File: config.mk
export PLATFORM = sky130hd
export DESIGN_NAME = dev_job_ctrl
export DESIGN_NICKNAME = d
export VERILOG_FILES = /design/src/rtl/dev_job_ctrl.sv
export SDC_FILE = /design/constraint.sdc
export NUM_CORES = 1
export LEC_CHECK = 0
export ABC_AREA = 1
export CAP_MARGIN = 25
export CORE_MARGIN = 5
export CORE_UTILIZATION = 30
export CTS_CLUSTER_DIAMETER = 120
export DETAILED_ROUTE_END_ITERATION = 8
export PLACE_DENSITY = 0.57
export SLEW_MARGIN = 15
export SYNTH_ARGS = -nofsm -noshare
export SYNTH_HDL_FRONTEND = slang
export SYNTH_SLANG_ARGS = --single-unit
File: constraint.sdc
create_clock -name clk_i -period 5.1 [get_ports clk_i]
set_input_delay 1.02 -clock clk_i [delete_from_list [all_inputs] [get_ports clk_i]]
set_output_delay 1.02 -clock clk_i [all_outputs]
set_load 0.05 [all_outputs]
File: src/rtl/dev_job_ctrl.sv
// Job dispatcher for the dev iterative engine: operand FIFO, one-job-at-a-time issue,
// and an in-order result holding register toward a valid/ready consumer.
module dev_job_ctrl #(
  parameter int unsigned W     = 32,
  parameter int unsigned DEPTH = 4
) (
  input  logic                     clk_i,
  input  logic                     rst_i,
  input  logic [W-1:0]             in_x_bi,
  input  logic [W-1:0]             in_y_bi,
  input  logic                     in_valid_i,
  output logic                     in_ready_o,
  output logic [W-1:0]             dev_x_bo,
  output logic [W-1:0]             dev_y_bo,
  output logic                     dev_start_o,
  input  logic [W-1:0]             dev_y_bi,
  input  logic                     dev_rdy_i,
  output logic [W-1:0]             out_y_bo,
  output logic                     out_valid_o,
  input  logic                     out_ready_i,
  output logic                     busy_o,
  output logic [$clog2(DEPTH):0]   count_o
);

  localparam int unsigned AW = $clog2(DEPTH);
  localparam int unsigned CW = AW + 1;

  typedef struct packed {
    logic [W-1:0] x;
    logic [W-1:0] y;
  } job_t;

  typedef enum logic [1:0] {
    IDLE      = 2'd0,
    ISSUE     = 2'd1,
    WAIT_BUSY = 2'd2,
    WAIT_DONE = 2'd3
  } state_t;

  state_t         state;
  state_t         state_nxt;

  job_t           mem [DEPTH];
  job_t           head;
  logic [AW-1:0]  wr_ptr;
  logic [AW-1:0]  rd_ptr;

  logic           push;
  logic           pop;
  logic           capture;
  logic           accept;
  logic           start_nxt;
  logic           busy_nxt;

  // Ready depends on occupancy only, so a full FIFO refuses even while popping.
  assign in_ready_o = (count_o != CW'(DEPTH));
  assign head       = mem[rd_ptr];

  // State register
  always_ff @(posedge clk_i) begin
    if (rst_i) begin
      state <= IDLE;
    end else begin
      state <= state_nxt;
    end
  end

  // Next-state logic
  always_comb begin
    state_nxt = state;
    case (state)
      IDLE:      if (pop)        state_nxt = ISSUE;
      ISSUE:                     state_nxt = WAIT_BUSY;
      WAIT_BUSY: if (!dev_rdy_i) state_nxt = WAIT_DONE;
      WAIT_DONE: if (dev_rdy_i)  state_nxt = IDLE;
      default:                   state_nxt = IDLE;
    endcase
  end

  // Output/control decode; a held result blocks the next pop so nothing is overwritten.
  always_comb begin
    push      = in_valid_i && in_ready_o;
    pop       = (state == IDLE) && (count_o != CW'(0)) && !out_valid_o;
    capture   = (state == WAIT_DONE) && dev_rdy_i;
    accept    = out_valid_o && out_ready_i;
    start_nxt = (state_nxt == ISSUE);
    busy_nxt  = (state_nxt != IDLE);
  end

  // Operand storage; contents are don't-care until written.
  always_ff @(posedge clk_i) begin
    if (push) begin
      mem[wr_ptr] <= '{x: in_x_bi, y: in_y_bi};
    end
  end

  // FIFO pointers and occupancy
  always_ff @(posedge clk_i) begin
    if (rst_i) begin
      wr_ptr  <= '0;
      rd_ptr  <= '0;
      count_o <= '0;
    end else begin
      if (push) begin
        wr_ptr <= wr_ptr + AW'(1);
      end
      if (pop) begin
        rd_ptr <= rd_ptr + AW'(1);
      end
      if (push && !pop) begin
        count_o <= count_o + CW'(1);
      end else if (!push && pop) begin
        count_o <= count_o - CW'(1);
      end
    end
  end

  // Registered engine interface and status
  always_ff @(posedge clk_i) begin
    if (rst_i) begin
      dev_x_bo    <= '0;
      dev_y_bo    <= '0;
      dev_start_o <= 1'b0;
      busy_o      <= 1'b0;
    end else begin
      if (pop) begin
        dev_x_bo <= head.x;
        dev_y_bo <= head.y;
      end
      dev_start_o <= start_nxt;
      busy_o      <= busy_nxt;
    end
  end

  // Result holding register toward the consumer
  always_ff @(posedge clk_i) begin
    if (rst_i) begin
      out_y_bo    <= '0;
      out_valid_o <= 1'b0;
    end else begin
      if (capture) begin
        out_y_bo    <= dev_y_bi;
        out_valid_o <= 1'b1;
      end else if (accept) begin
        out_valid_o <= 1'b0;
      end
    end
  end

endmodule

==> reports/metrics.cfg, run 1 <==
[global_routing]
grt_overflow_total = 0
grt_max_degree = 91
antenna_found_initial = 3
grt_pass1_vias = 9937
grt_util_all_layers_pct = 12.8
grt_pass1_wl_um = 54600

[logic_synthesis]
synth_ff_type = edfxtp_1
yosysSeqAreaShare_pct = 65.4
syn-instance-count = 1628
yosysWarnings = 0
synthDistinctLibCells = 19
synth_nets = 1735
async_reset_ff_share_pct = 0
synth.avg_cell_area_um2 = 9.25
synth_edf_count = 256
ys_ff_latch = 364
syn-cell-area_um2 = 15100

[outcome]
status = complete, no violations

[power]
power_leakage_nw = 8.39
p_per_area_nw_per_um2 = 578
ir_worst_vdd_mv = 0.338

[critical_path]
start_kind = register
rr_endpoint = count_o[1]$_SDFFE_PP0P_
critPathMaxFanout = 4
r2r_cells = 8
rr_startpoint = count_o[0]$_SDFFE_PP0P_
crit_type = register to output port
arrival_ns = 2.00
r2r_slack_ns = 2.53
end_kind = output port
crit_required_ns = 4.08
critPathCapture = in_ready_o
startpoint = count_o[0]$_SDFFE_PP0P_

[die]
io_pins = 204
die_h_um = 234
die_w_um = 234
rows = 82
core_area_um2 = 49900
die-area_um2 = 54800
initial_utilization_pct = 30.2

[sta]
drv_slew = 0
max-slew-margin-rel_pct = 33.5
fmax_ghz = 0.331
setup_viol = 0
hold_slack_ns = 0.443
hold_violations = 0
finalCriticalPeriod_ns = 3.02
fin_crit_sh_pct = 59.3
tns_ns = 0
clock_skew_ns = 0.00907
max_slew.worst_pin.slew_ns = 0.998
grt_setup_unrepaired = false

[placed_design]
hpwl_um = 20300
routabilityCongestion = 0.687
dp.cells = 2443
io_buffers = 203

[worst_hold_path]
holdCritPathClass = register to register

[clocking]
cts_tree = yes
cts_hold_buf = 0
clkSinkCount = 364
cts-resized-gates = 0
clk_latency_ns = 0.55
ctsHtreeMaxLevel = 2
numCtsBuffers = 42
clkSlewWorstSetupHoldPaths_ns = 0.06
cts_root_buf = clkbuf_16
post_cts_buffers = 0
clk_path_buf_depth = 3

[drt]
drtIter0Drc = 513
first_pass_iters = 4
vias = 10400
drcViolationCount = 0
vias_per_cell = 4.14
avgRoutedWirePerCell_um = 14.1
routed_wirelength_um = 35600
drtAntennaViolNets = 0

[final_layout]
drive_gt1_share_pct = 5.46
n_antenna_cell = 0
syn2layout_area_growth_pct = 27.3
final_util_pct = 38.4
fin_cells = 2523
fin_nets = 1924

[run]
maxCapViolCount = 0

through the flow:
stage	instance area, µm²	worst slack (ns)	total power, mW
after detailed placement	17700	2.00	8.14
after global placement	17700	2.03	8.10
after floorplan	15100	0.459	6.92
after global routing	19200	1.93	11.8
final	19200	2.08	11.1
after CTS	19100	1.98	11.3
power breakdown:
part,internal (mW),switching [mW],total (mW)
registers,3.71,0.278,3.98
logic,1.24,2.80,4.04
clock network,1.86,1.19,3.05
layer usage:
layer	vias to the layer above	global-route usage, %	part of all wire (%)
met3	58	3.18	6.0
met1	4811	15.8	44
met2	217	21.7	47
met4	6	4.57	2.4
li1	5343	-	-
met5	-	0	0.093
worst max-delay path, cell delays in order, from the launching register on:
cell and delay [ns]:
dfxtp_1 0.42, nor2_1 0.09, nand2_1 0.09, clkdlybuf4s50_1 0.85
area by class of cell:
| class | count | area (µm²) |
|---|---|---|
| fillers | 4971 | 30700 |
| flip-flops and latches | 364 | 9860 |
| multi-input cells | 820 | 3450 |
| clock buffers | 60 | 1320 |
| repair buffers | 219 | 2180 |
| well taps | 672 | 841 |
| inverters | 370 | 1390 |
| clock inverters | 18 | 129 |
synth_stat cells, types with 2 or more instances:
cell type	instances	share of area, %
buf_2	48	1.6
a21oi_1	34	1.1
ha_1	5	0.42
nor2_1	146	3.6
buf_6	9	0.67
buf_1	2	0.050
clkbuf_1	15	0.37
edfxtp_1	256	51
dfxtp_1	108	14
nand2_1	462	12
nand3_1	131	4.4
inv_1	370	9.2
o21ai_0	36	1.2
worst min path at each step:
stage / startpoint / end / slack, ns / cells past startpoint
after floorplan: wr_ptr[1]$_SDFFE_PP0P_ / wr_ptr[1]$_SDFFE_PP0P_ / 0.50 / 2
after global routing: out_y_bo[17]$_SDFFE_PP0P_ / out_y_bo[17]$_SDFFE_PP0P_ / 0.45 / 2
after detailed placement: out_y_bo[11]$_SDFFE_PP0P_ / out_y_bo[11]$_SDFFE_PP0P_ / 0.44 / 2
after global placement: out_y_bo[25]$_SDFFE_PP0P_ / out_y_bo[25]$_SDFFE_PP0P_ / 0.43 / 2
after CTS: out_y_bo[11]$_SDFFE_PP0P_ / out_y_bo[11]$_SDFFE_PP0P_ / 0.45 / 2
final: out_y_bo[28]$_SDFFE_PP0P_ / out_y_bo[28]$_SDFFE_PP0P_ / 0.44 / 2
registers in the layout, indices dropped and copies added (netlist names), 2 cells and up:
signal,cells
mem,256
dev_y_bo,32
dev_x_bo,32
count_o,3
wr_ptr,2
state,2
rd_ptr,2
out_y_bo,32
cells in the final DEF (no fill, tap or decap), types with 13 or more instances in the layout:
master	instances
nand2_1	462
inv_1	367
edfxtp_1	256
clkdlybuf4s50_1	203
nor2_1	142
nand3_1	130
dfxtp_1	106
clkbuf_16	49
o21ai_0	36
a21oi_1	34
buf_4	14
clkinv_2	13
logic make-up after synthesis:
| kind of cell | synth area share, % |
|---|---|
| flops | 65.4 |
| simple gates | 19.7 |
| xor+xnor | 0.0582 |
| fa+ha+maj | 0.549 |
| compound gates | 2.33 |
| buf+inv | 11.9 |
(Power assumes the default switching activity.)
==> inputs of run 2 (changes only) <==
clock period = 2.82 ns   (was 5.1 ns; I/O delays follow)
==> reports/metrics.cfg, run 2 (same netlist as run 1, synthesis figures left out) <==
[power]
ir_worst_vdd_mv = 1.35
finalPower_mw = 20.4
p_per_area_nw_per_um2 = 1050
power_leakage_nw = 8.46

[run]
maxCapViolCount = 0

[final_layout]
layout_commonest_cell = nand2_1
n_antenna_cell = 0
drive_gt1_share_pct = 5.55
regMostFlops = mem
syn2layout_area_growth_pct = 28.6
largest_reg_flops = 256
fillers = 4856
layout_common_cells = nand2_1, inv_1, edfxtp_1, clkdlybuf4s50_1, nor2_1
fin_nets = 1929

[critical_path]
start_kind = register
r2r_cells = 12
crit_type = register to output port
r2r_slack_ns = 0.92
rr_endpoint = count_o[2]$_SDFFE_PP0P_
crit_required_ns = 2.26
rr_startpoint = count_o[0]$_SDFFE_PP0P_
startpoint = count_o[0]$_SDFFE_PP0P_
end_kind = output port
critPathMaxFanout = 4
arrival_ns = 1.94

[drt]
drcViolationCount = 0
first_pass_iters = 4
routed_wirelength_um = 36400
drtIter0Drc = 457
vias_per_cell = 4.11
avgRoutedWirePerCell_um = 14.4
drtAntennaViolNets = 0
vias = 10400

[die]
die-area_um2 = 54800
rows = 82
die_h_um = 234
io_pins = 204
initial_utilization_pct = 30.2
die_w_um = 234
core_area_um2 = 49900

[clocking]
post_cts_buffers = 0
numCtsBuffers = 42
clk_latency_ns = 0.56
cts_hold_buf = 0
ctsHtreeMaxLevel = 2
clkSinkCount = 364
clkSlewWorstSetupHoldPaths_ns = 0.06
cts_root_buf = clkbuf_16
clk_path_buf_depth = 3
cts-resized-gates = 0
cts_tree = yes

[placed_design]
io_buffers = 203
hpwl_um = 21200
routabilityCongestion = 0.723

[sta]
fin_crit_sh_pct = 88.7
clock_skew_ns = 0.0210
grt_setup_unrepaired = false
hold_slack_ns = 0.441
fmax_ghz = 0.400
finalCriticalPeriod_ns = 2.50
setup_viol = 0
max_slew.worst_pin.slew_ns = 0.662
hold_violations = 0
tns_ns = 0
max-slew-margin-rel_pct = 55.7
drv_slew = 0

[global_routing]
grt_max_degree = 132
grt_overflow_total = 0
antenna_found_initial = 4
grt_pass1_wl_um = 56800
grt_util_all_layers_pct = 13.2
grt_pass1_vias = 10100

[worst_hold_path]
min_delay_path_depth = 2
holdCritPathClass = register to register
hold_start = out_y_bo[21]$_SDFFE_PP0P_
min_to = out_y_bo[21]$_SDFFE_PP0P_

[outcome]
status = complete, no violations

==> run 2: changes by cell type in the layout (fill, tap and decap cells not counted), sizes merged <==
cell and change:
clkinv +2, inv -3, clkbuf -4, bufinv +5
buf +5
==> run 2: routing by layer <==
layer	vias to the layer above	part of all wire [%]	wire [µm]	track usage, %
met3	72	5.8	2130	2.92
li1	5348	-	-	-
met5	-	0.15	53	0
met2	207	46	16800	21.8
met1	4760	46	16600	17.3
met4	8	2.4	866	4.51
==> run 2: area by class of cell <==
| type | count | area (µm²) | share of cell area (%) |
|---|---|---|---|
| sequential | 364 | 9860 | 50.9 |
| multi-input combinational | 820 | 3450 | 17.8 |
| timing repair buffer | 224 | 2340 | 12.1 |
| inverter | 370 | 1400 | 7.21 |
| clock buffer | 56 | 1220 | 6.29 |
| tap | 672 | 841 | 4.34 |
| clock inverter | 22 | 255 | 1.32 |
==> run 2: metrics by stage <==
step           setup WS (ns)  utilization [%]  instances  area [µm²]
3_3_place_gp           0.390             35.9       2450       17900
3_5_place_dp           0.467             35.9       2450       17900
2_1_floorplan          0.174                -       1628       15100
6_report               0.318             38.8       2528       19400
5_1_grt                0.237             38.8       2528       19400
4_1_cts                0.257             38.8       2528       19400
==> run 2: how the worst max path moves through the flow <==
stage / end / slack (ns) / cells after the start
2_1_floorplan: mem[0][0]$_DFFE_PP_ / 0.17 / 4
3_3_place_gp: count_o[2]$_SDFFE_PP0P_ / 0.39 / 12
4_1_cts: in_ready_o / 0.26 / 3
5_1_grt: in_ready_o / 0.24 / 3
3_5_place_dp: count_o[2]$_SDFFE_PP0P_ / 0.47 / 12
6_report: in_ready_o / 0.32 / 3
==> run 2: power breakdown <==
| part | leakage (nW) | total, mW | internal (mW) | switching [mW] |
|---|---|---|---|---|
| Combinational | 4.49 | 7.52 | 2.33 | 5.19 |
| Clock | 0.727 | 5.75 | 3.57 | 2.17 |
| Sequential | 3.24 | 7.13 | 6.70 | 0.422 |
==> run 2: worst max-delay path: stages, from the launching register on <==
cell	delay, ns
dfxtp_2	0.40
nor2_1	0.09
nand2_2	0.09
clkdlybuf4s50_1	0.80
==> inputs of run 3 (changes only) <==
--- a/constraint.sdc
+++ b/constraint.sdc
@@ -3,2 +3,2 @@
 set_output_delay 0.564 -clock clk_i [all_outputs]
-set_load 0.05 [all_outputs]
+set_load 0.01 [all_outputs]
==> reports/metrics.cfg, run 3 (same netlist as run 1, synthesis figures left out) <==
[global_routing]
grt_util_all_layers_pct = 12.7
antenna_found_initial = 10
grt_overflow_total = 0
grt_pass1_vias = 9957
grt_max_degree = 132
grt_pass1_wl_um = 54700

[sta]
finalCriticalPeriod_ns = 2.27
fin_crit_sh_pct = 80.6
max_slew.worst_pin.slew_ns = 0.754
fin_ws_ns = 0.546
grt_setup_unrepaired = false
setup_viol = 0
drv_slew = 0
max-slew-margin-rel_pct = 49.7
clock_skew_ns = 0.0224
hold_violations = 0
hold_slack_ns = 0.444
tns_ns = 0
fmax_ghz = 0.440

[drt]
vias_per_cell = 4.14
drtAntennaViolNets = 0
wl_met1_um = 15700
routed_wirelength_um = 36000
wl_met2_um = 17000
vias = 10500
top_layer_used = met5
dr_wl_met3_um = 2450
avgRoutedWirePerCell_um = 14.3
first_pass_iters = 4
drtIter0Drc = 517
drcViolationCount = 0

[power]
switchingPower_mw = 5.97
p_comb_share_pct = 31.8
p_per_area_nw_per_um2 = 949
swShare_pct = 32.8
internal-power_mw = 12.2
p_clk_share_pct = 28.7
power_leakage_nw = 8.36
seqPwrFrac_pct = 39.6
ir_worst_vdd_mv = 0.845
finalPower_mw = 18.2

[clocking]
ctsHtreeMaxLevel = 2
clkSlewWorstSetupHoldPaths_ns = 0.06
cts_hold_buf = 0
clkSinkCount = 364
numCtsBuffers = 39
post_cts_buffers = 0
cts_root_buf = clkbuf_16
cts_tree = yes
clk_path_buf_depth = 3
clk_latency_ns = 0.54
cts-resized-gates = 0

[final_layout]
regMostFlops = mem
drive_gt1_share_pct = 4.92
syn2layout_area_growth_pct = 27.4
largest_reg_flops = 256
layout_commonest_cell = nand2_1
layout_common_cells = nand2_1, inv_1, edfxtp_1, clkdlybuf4s50_1, nor2_1
fin_nets = 1927
final_util_pct = 38.4

[worst_hold_path]
holdCritPathClass = register to register

[die]
die_w_um = 234
core_area_um2 = 49900
io_pins = 204
die-area_um2 = 54800
initial_utilization_pct = 30.2
rows = 82
die_h_um = 234

[critical_path]
critPathMaxFanout = 4
start_kind = register
crit_required_ns = 2.26
crit_type = register to output port
arrival_ns = 1.71
end_kind = output port

[outcome]
status = complete, no violations

[run]
maxCapViolCount = 0

[placed_design]
routabilityCongestion = 0.714
io_buffers = 203
place_ws_ns = 0.536
hpwl_um = 21800

==> run 3: path summary, 6_finish.rpt <==
check,slack (ns),cells past startpoint,from,end
setup / recovery,0.55,3,count_o[0]$_SDFFE_PP0P_,in_ready_o
hold reg to reg,0.44,2,out_y_bo[0]$_SDFFE_PP0P_,out_y_bo[0]$_SDFFE_PP0P_
hold / removal,0.44,2,out_y_bo[0]$_SDFFE_PP0P_,out_y_bo[0]$_SDFFE_PP0P_
setup reg to reg,0.96,13,count_o[0]$_SDFFE_PP0P_,count_o[2]$_SDFFE_PP0P_
==> run 3: per-layer routing <==
metal / vias to the layer above / track usage (%)
li1: 5346 / -
met1: 4831 / 15.6
met2: 200 / 21.9
met3: 66 / 3.83
met4: 18 / 3.19
met5: - / 0
==> run 3: final cells by class <==
| class | count | area (µm²) |
|---|---|---|
| diodes | 1 | 2.50 |
| clock buffers | 58 | 1110 |
| clock inverters | 14 | 210 |
| fillers | 4878 | 30700 |
| inverters | 370 | 1390 |
| multi-input cells | 820 | 3450 |
| flip-flops and latches | 364 | 9860 |
| well taps | 672 | 841 |
| repair buffers | 225 | 2310 |
==> run 3: worst max-delay path, cell delays in order (launching register included) <==
cell and delay, ns:
dfxtp_1 0.43, nor2_1 0.10, nand2_1 0.09, clkdlybuf4s50_1 0.57
==> run 3: through the flow <==
step	instances	cell area [µm²]
after global placement	2451	17900
after CTS	2523	19200
final	2524	19200
after global routing	2523	19200
after detailed placement	2451	17900
after floorplan	1628	15100
==> run 3: power by group through the flow <==
stage / combinational (mW) / sequential, mW / clock (mW)
2_1_floorplan: 3.43 / 7.42 / 0
3_3_place_gp: 5.82 / 7.30 / 0
3_5_place_dp: 5.89 / 7.32 / 0
4_1_cts: 5.92 / 7.22 / 5.36
5_1_grt: 6.54 / 7.29 / 5.58
6_report: 5.78 / 7.20 / 5.22
==> patch 1 (config.mk and constraints of run 2) <==
The parameter `W` goes from 32 to 24.
--- a/src/rtl/dev_job_ctrl.sv
+++ b/src/rtl/dev_job_ctrl.sv
@@ -2,5 +2,5 @@
 // and an in-order result holding register toward a valid/ready consumer.
 module dev_job_ctrl #(
-  parameter int unsigned W     = 32,
+  parameter int unsigned W     = 24,
   parameter int unsigned DEPTH = 4
 ) (
Interface: changed (6 resized); port bits go from 204 to 156. The function was not compared with the original's and may differ.
==> patch 1 against run 2 <==
Design area is 25% lower. Worst setup slack worse by 0.0072 ns. Routed wire length is 28% lower. Power is 31% lower. Area after synthesis is 24% lower. Sequential cell count is 88 lower. Clock power is 34% lower. Critical path type unchanged. Critical endpoint unchanged. Highest routed layer is now met4.
==> patch 1: results (changes against run 2) <==
- Status: finished clean
- Largest net degree at the start of global routing: 100 (-24%)
- Synth top area cells: edfxtp_1 (50%), dfxtp_1 (15%), nand2_1 (11%)
- Port buffer count: 155 (-24%)
- Gpl congestion: 0.741 (+2.4%)
- HP Class: register to register
- Yosys cell types: 20 (+1)
- Nets: 1475 (-24%)
- Total length of routed wires: 26400 um (-28%)
- Slew headroom: 55.5% (-0.20 points)
- Register area share after synthesis: 64.9% (-0.51 points)
- Post-DP HPWL: 16500 um (-22%)
- Hold path cells: 2 (unchanged)
- Vias in the first global route: 7752 (-23%)
- Post-Place Setup Slack: 0.532 ns (+0.0654 ns)
- Crit Path Max Fanout: 5 (+1)
- # setup viols final: 0 (unchanged)
- CP Capture Point: in_ready_o
- Synth top cells by count: nand2_1 (350), inv_1 (279), edfxtp_1 (192)
- Drt first pass iters: 5 (+1)
- Root Buffer: clkbuf_16
- Internal: 8.80 mW (-30%)
- Clock buffer count from CTS: 31 (-26%)
- Initial antenna violation count: 0 (-4)
- Later-pin clock latency in the skew report: 0.54 ns (-0.02 ns)
- Fin Hold WS: 0.442 ns (+0.000350 ns)
- Syn_nets: 1325 (-24%)
- Crit path DAT: 1.95 ns
- Placed Area: 13600 um2 (-24%)
- CTS H-tree depth: 1 (-1)
- WHS Endpoint: out_y_bo[23]$_SDFFE_PP0P_
- RR Endpoint: count_o[2]$_SDFFE_PP0P_
- Post-Syn Instances: 1242 (-24%)
- Max Root-Sink Buffers: 3 (unchanged)
- CP max-delay cell: clkdlybuf4s50_1
- Max FFs per register: 192 (-25%)
- Fraction of layout cells with a size suffix above 1: 5.23% (-0.32 points)
- GRT Util Overall: 12.2% (-1.0 points)
- Asr flop ratio synth: 0% (unchanged)
- Beginning of the critical path: count_o[0]$_SDFFE_PP0P_
- Initial drt markers: 354 (-23%)
- Clock-pin slew on the worst setup and hold paths: 0.06 ns (about the same)
- FF-to-FF path depth: 13 (+1)
- Worst vdd ir: 626 uV (-54%)
- Yosys warns: 0 (unchanged)
- CTS resizes: 0 (unchanged)
- Routed vias: 7899 (-24%)
- Period utilization: 89.0% (+0.26 points)
- First-pass GRT wire length: 41500 um (-27%)
- Post-synth EDFFs: 192 (-25%)
- Antenna cells: 0 (unchanged)
- HP Start: out_y_bo[23]$_SDFFE_PP0P_
- Clock Skew: 0.00671 ns (-0.0142 ns)
- Largest stage delay on the critical path: 0.83 ns (+0.03 ns)
- Leak Pwr: 6.36 nW (-25%)
- Setup Buffers After CTS: 0 (unchanged)
- Biggest register: mem
- R2r setup slk: 0.98 ns (+0.06 ns)
- DR WL/cell: 13.7 um (-5.1%)
-- patch 1: changes by cell type in the layout (fill, tap and decap cells not counted), sizes merged, moves of 15 or more --
| cell | change |
|---|---|
| nor2 | -33 |
| nand2 | -112 |
| clkdlybuf4s50 | -48 |
| clkbuf | -15 |
| edfxtp | -64 |
| inv | -88 |
| nand3 | -32 |
| dfxtp | -24 |
-- patch 1: cell families (layout without fill, tap and decap cells) --
logic type                 Yosys count  after routing  share of synthesized area (%)
and+or+nand+nor                    566            566                           19.7
buffers and inverters              338            511                           12.2
DFF                                276            276                           64.9
AOI/OAI and AO/OA                   56             56                           2.44
adders and majority gates            6              6                          0.720
-- patch 1: critical path: cells and delay by family, from the launching register on --
| kind | cells | cell delay [ns] |
|---|---|---|
| and+or+nand+nor | 2 | 0.15 |
| buffers and inverters | 1 | 0.83 |
| DFF | 1 | 0.43 |
-- patch 1: metal layers --
| layer | vias to the layer above | track usage, % | wire, um |
|---|---|---|---|
| met5 | - | 0 | 0 |
| li1 | 4079 | - | - |
| met2 | 136 | 21.7 | 13200 |
| met3 | 49 | 1.91 | 1040 |
| met4 | 0 | 3.44 | 635 |
| met1 | 3635 | 15.3 | 11500 |
-- patch 1: cell type report --
cell class                      instances  area (um2)
Multi-Input combinational cell        628        2670
Sequential cell                       276        7450
Inverter                              282        1060
Fill cell                            3736       23100
Clock inverter                         15         125
Clock buffer                           41         843
Tap cell                              511         639
Timing Repair Buffer                  173        1760
-- patch 1: power by group through the flow --
stage,Clock [mW],Sequential (mW),Combinational [mW]
final,3.81,5.20,4.98
after global routing,4.10,5.26,5.56
after CTS,3.94,5.20,5.11
after detailed placement,0,5.29,5.08
after global placement,0,5.27,5.03
after floorplan,0,6.28,2.64
==> patch 2 (flow settings as in run 2) <==
Without the edit above. Encoding of `state_t`: now one-hot (4 bits for 4 states).
--- a/src/rtl/dev_job_ctrl.sv
+++ b/src/rtl/dev_job_ctrl.sv
@@ -31,9 +31,9 @@
   } job_t;
 
-  typedef enum logic [1:0] {
-    IDLE      = 2'd0,
-    ISSUE     = 2'd1,
-    WAIT_BUSY = 2'd2,
-    WAIT_DONE = 2'd3
+  typedef enum logic [3:0] {
+    IDLE      = 4'b0001,
+    ISSUE     = 4'b0010,
+    WAIT_BUSY = 4'b0100,
+    WAIT_DONE = 4'b1000
   } state_t;
 
Check against the original RTL: same outputs for any inputs over 4 cycles, from zero or initial values and one cycle with rst_i high; so few cycles prove little.
==> patch 2 against run 2 <==
Combinational power down 19%. Core utilization about the same. Routed wire length down 11%. Global-route usage down 1.1 points. Sequential cell count up 2. Worst setup slack worse by 0.0059 ns. Clock power down 8.3%. Power down 10%. Area after synthesis down 4.8%. Count of clock-buffer cells in the layout unchanged. Clock skew down 0.0062 ns. Sequential power down 3.4%. Sequential share of layout area up 2.9 points. Design area down 5.0%. Largest cell class unchanged. Highest routed layer unchanged.
==> patch 2: results (changes against run 2) <==
- Status: finished clean
- Hold path cells: 2 (unchanged)
- GRT Util Overall: 12.1% (-1.1 points)
- Initial drt markers: 494 (+8.1%)
- WHS Endpoint: out_y_bo[23]$_SDFFE_PP0P_
- Vias/cell: 4.32 (+5.0%)
- Synthesized area per cell: 10.3 um2 (+11%)
- Post-Place Setup Slack: 0.573 ns (+0.106 ns)
- Register area share after synthesis: 69.0% (+3.6 points)
- First-pass GRT wire length: 51600 um (-9.2%)
- Synth top area cells: edfxtp_1 (54%), dfxtp_1 (15%), nor2_1 (8.9%)
- Post-synthesis mux area share: 0% (unchanged)
- HP Start: out_y_bo[23]$_SDFFE_PP0P_
- FF-to-FF path depth: 8 (-4)
- Nets: 1685 (-13%)
- Drt first pass iters: 6 (+2)
- Fin Hold WS: 0.442 ns (+0.000734 ns)
- Crit path DAT: 1.94 ns (about the same)
- Synth top cells by count: nor2_1 (339), edfxtp_1 (256), nand2_1 (209)
- Setup Buffers After CTS: 0 (unchanged)
- Post-route insts no fill: 2228 (-12%)
- Post-synth EDFFs: 256 (unchanged)
- Syn_nets: 1497 (-14%)
- Post-Synth Adder-Cell Area: 0.577% (+0.028 points)
- Placed Instances: 2149 (-12%)
- Gpl congestion: 0.741 (+2.4%)
- RR Endpoint: count_o[1]$_SDFFE_PP0P_
- Reg2Reg Launch Point: count_o[2]$_SDFFE_PP0P_
- Fraction of layout cells with a size suffix above 1: 6.39% (+0.84 points)
- Post-DP HPWL: 18900 um (-11%)
- Slew headroom: 51.8% (-3.9 points)
- Vias in the first global route: 9649 (-4.5%)
- Clock Skew: 0.0148 ns (-0.00616 ns)
- Complex-gate fraction of the synthesized area: 7.13% (+4.8 points)
- Asr flop ratio synth: 0% (unchanged)
- Worst vdd ir: 690 uV (-49%)
- Total length of routed wires: 32500 um (-11%)
- CTS resizes: 0 (unchanged)
- Initial antenna violation count: 1 (-3)
- Yosys cell types: 23 (+4)
- Internal: 11.7 mW (-7.5%)
## patch 2: changes by cell type after synthesis, moves of 59 or more
cell	run 2	this run
nor2_1	146	339
nand2_1	462	209
nand3_1	131	5
o21ai_1	0	59
inv_1	370	115
o21ai_0	36	106
## patch 2: worst max path at each step
stage,startpoint,to,slack [ns],cells past startpoint
after global placement,in_valid_i,count_o[2]$_SDFFE_PP0P_,0.56,10
after floorplan,count_o[0]$_SDFFE_PP0P_,mem[0][0]$_DFFE_PP_,0.06,4
final,count_o[0]$_SDFFE_PP0P_,in_ready_o,0.31,3
after CTS,count_o[0]$_SDFFE_PP0P_,in_ready_o,0.25,3
after detailed placement,in_valid_i,count_o[2]$_SDFFE_PP0P_,0.57,10
after global routing,count_o[0]$_SDFFE_PP0P_,in_ready_o,0.23,3
## patch 2: metrics by stage
stage	cell area, um2	utilization (%)
finish	18400	38.8
global route	18400	38.8
CTS	18400	38.8
detailed placement	17100	35.9
global placement	17100	35.9
floorplan	14400	-
## patch 2: metal layers
metal / GRT usage (%) / vias to the layer above / wire length [um]
li1: - / 4885 / -
met1: 15.8 / 4500 / 15100
met2: 20.4 / 187 / 15200
met3: 2.65 / 48 / 1460
met4: 3.46 / 2 / 679
met5: 0 / - / 12
## patch 2: worst max-delay path, stage by stage (launching register included)
cell	delay, ns
dfxtp_2	0.37
nor2_1	0.08
nand2_1	0.11
clkdlybuf4s50_1	0.84
## patch 2: power groups by stage
stage               Combinational [mW]  Clock [mW]  Sequential (mW)
floorplan                         3.27           0             8.06
global placement                  6.15           0             7.00
detailed placement                6.23           0             7.01
CTS                               6.26        5.46             6.91
global route                      6.86        5.66             6.97
finish                            6.12        5.27             6.89
## patch 2: logic make-up after synthesis
group,count (synthesis)
simple gates,620
compound gates,204
fa+ha+maj,6
flops,366
xor+xnor,2
buf+inv,192
## patch 2: cell type report
cell class              instances  area (um2)
clock buffers                  56        1150
flip-flops and latches        366        9900
multi-input cells             832        3670
inverters                     117         443
well taps                     615         769
clock inverters                21         184
fillers                      4603       29000
repair buffers                219        2280
diodes                          2        5.00
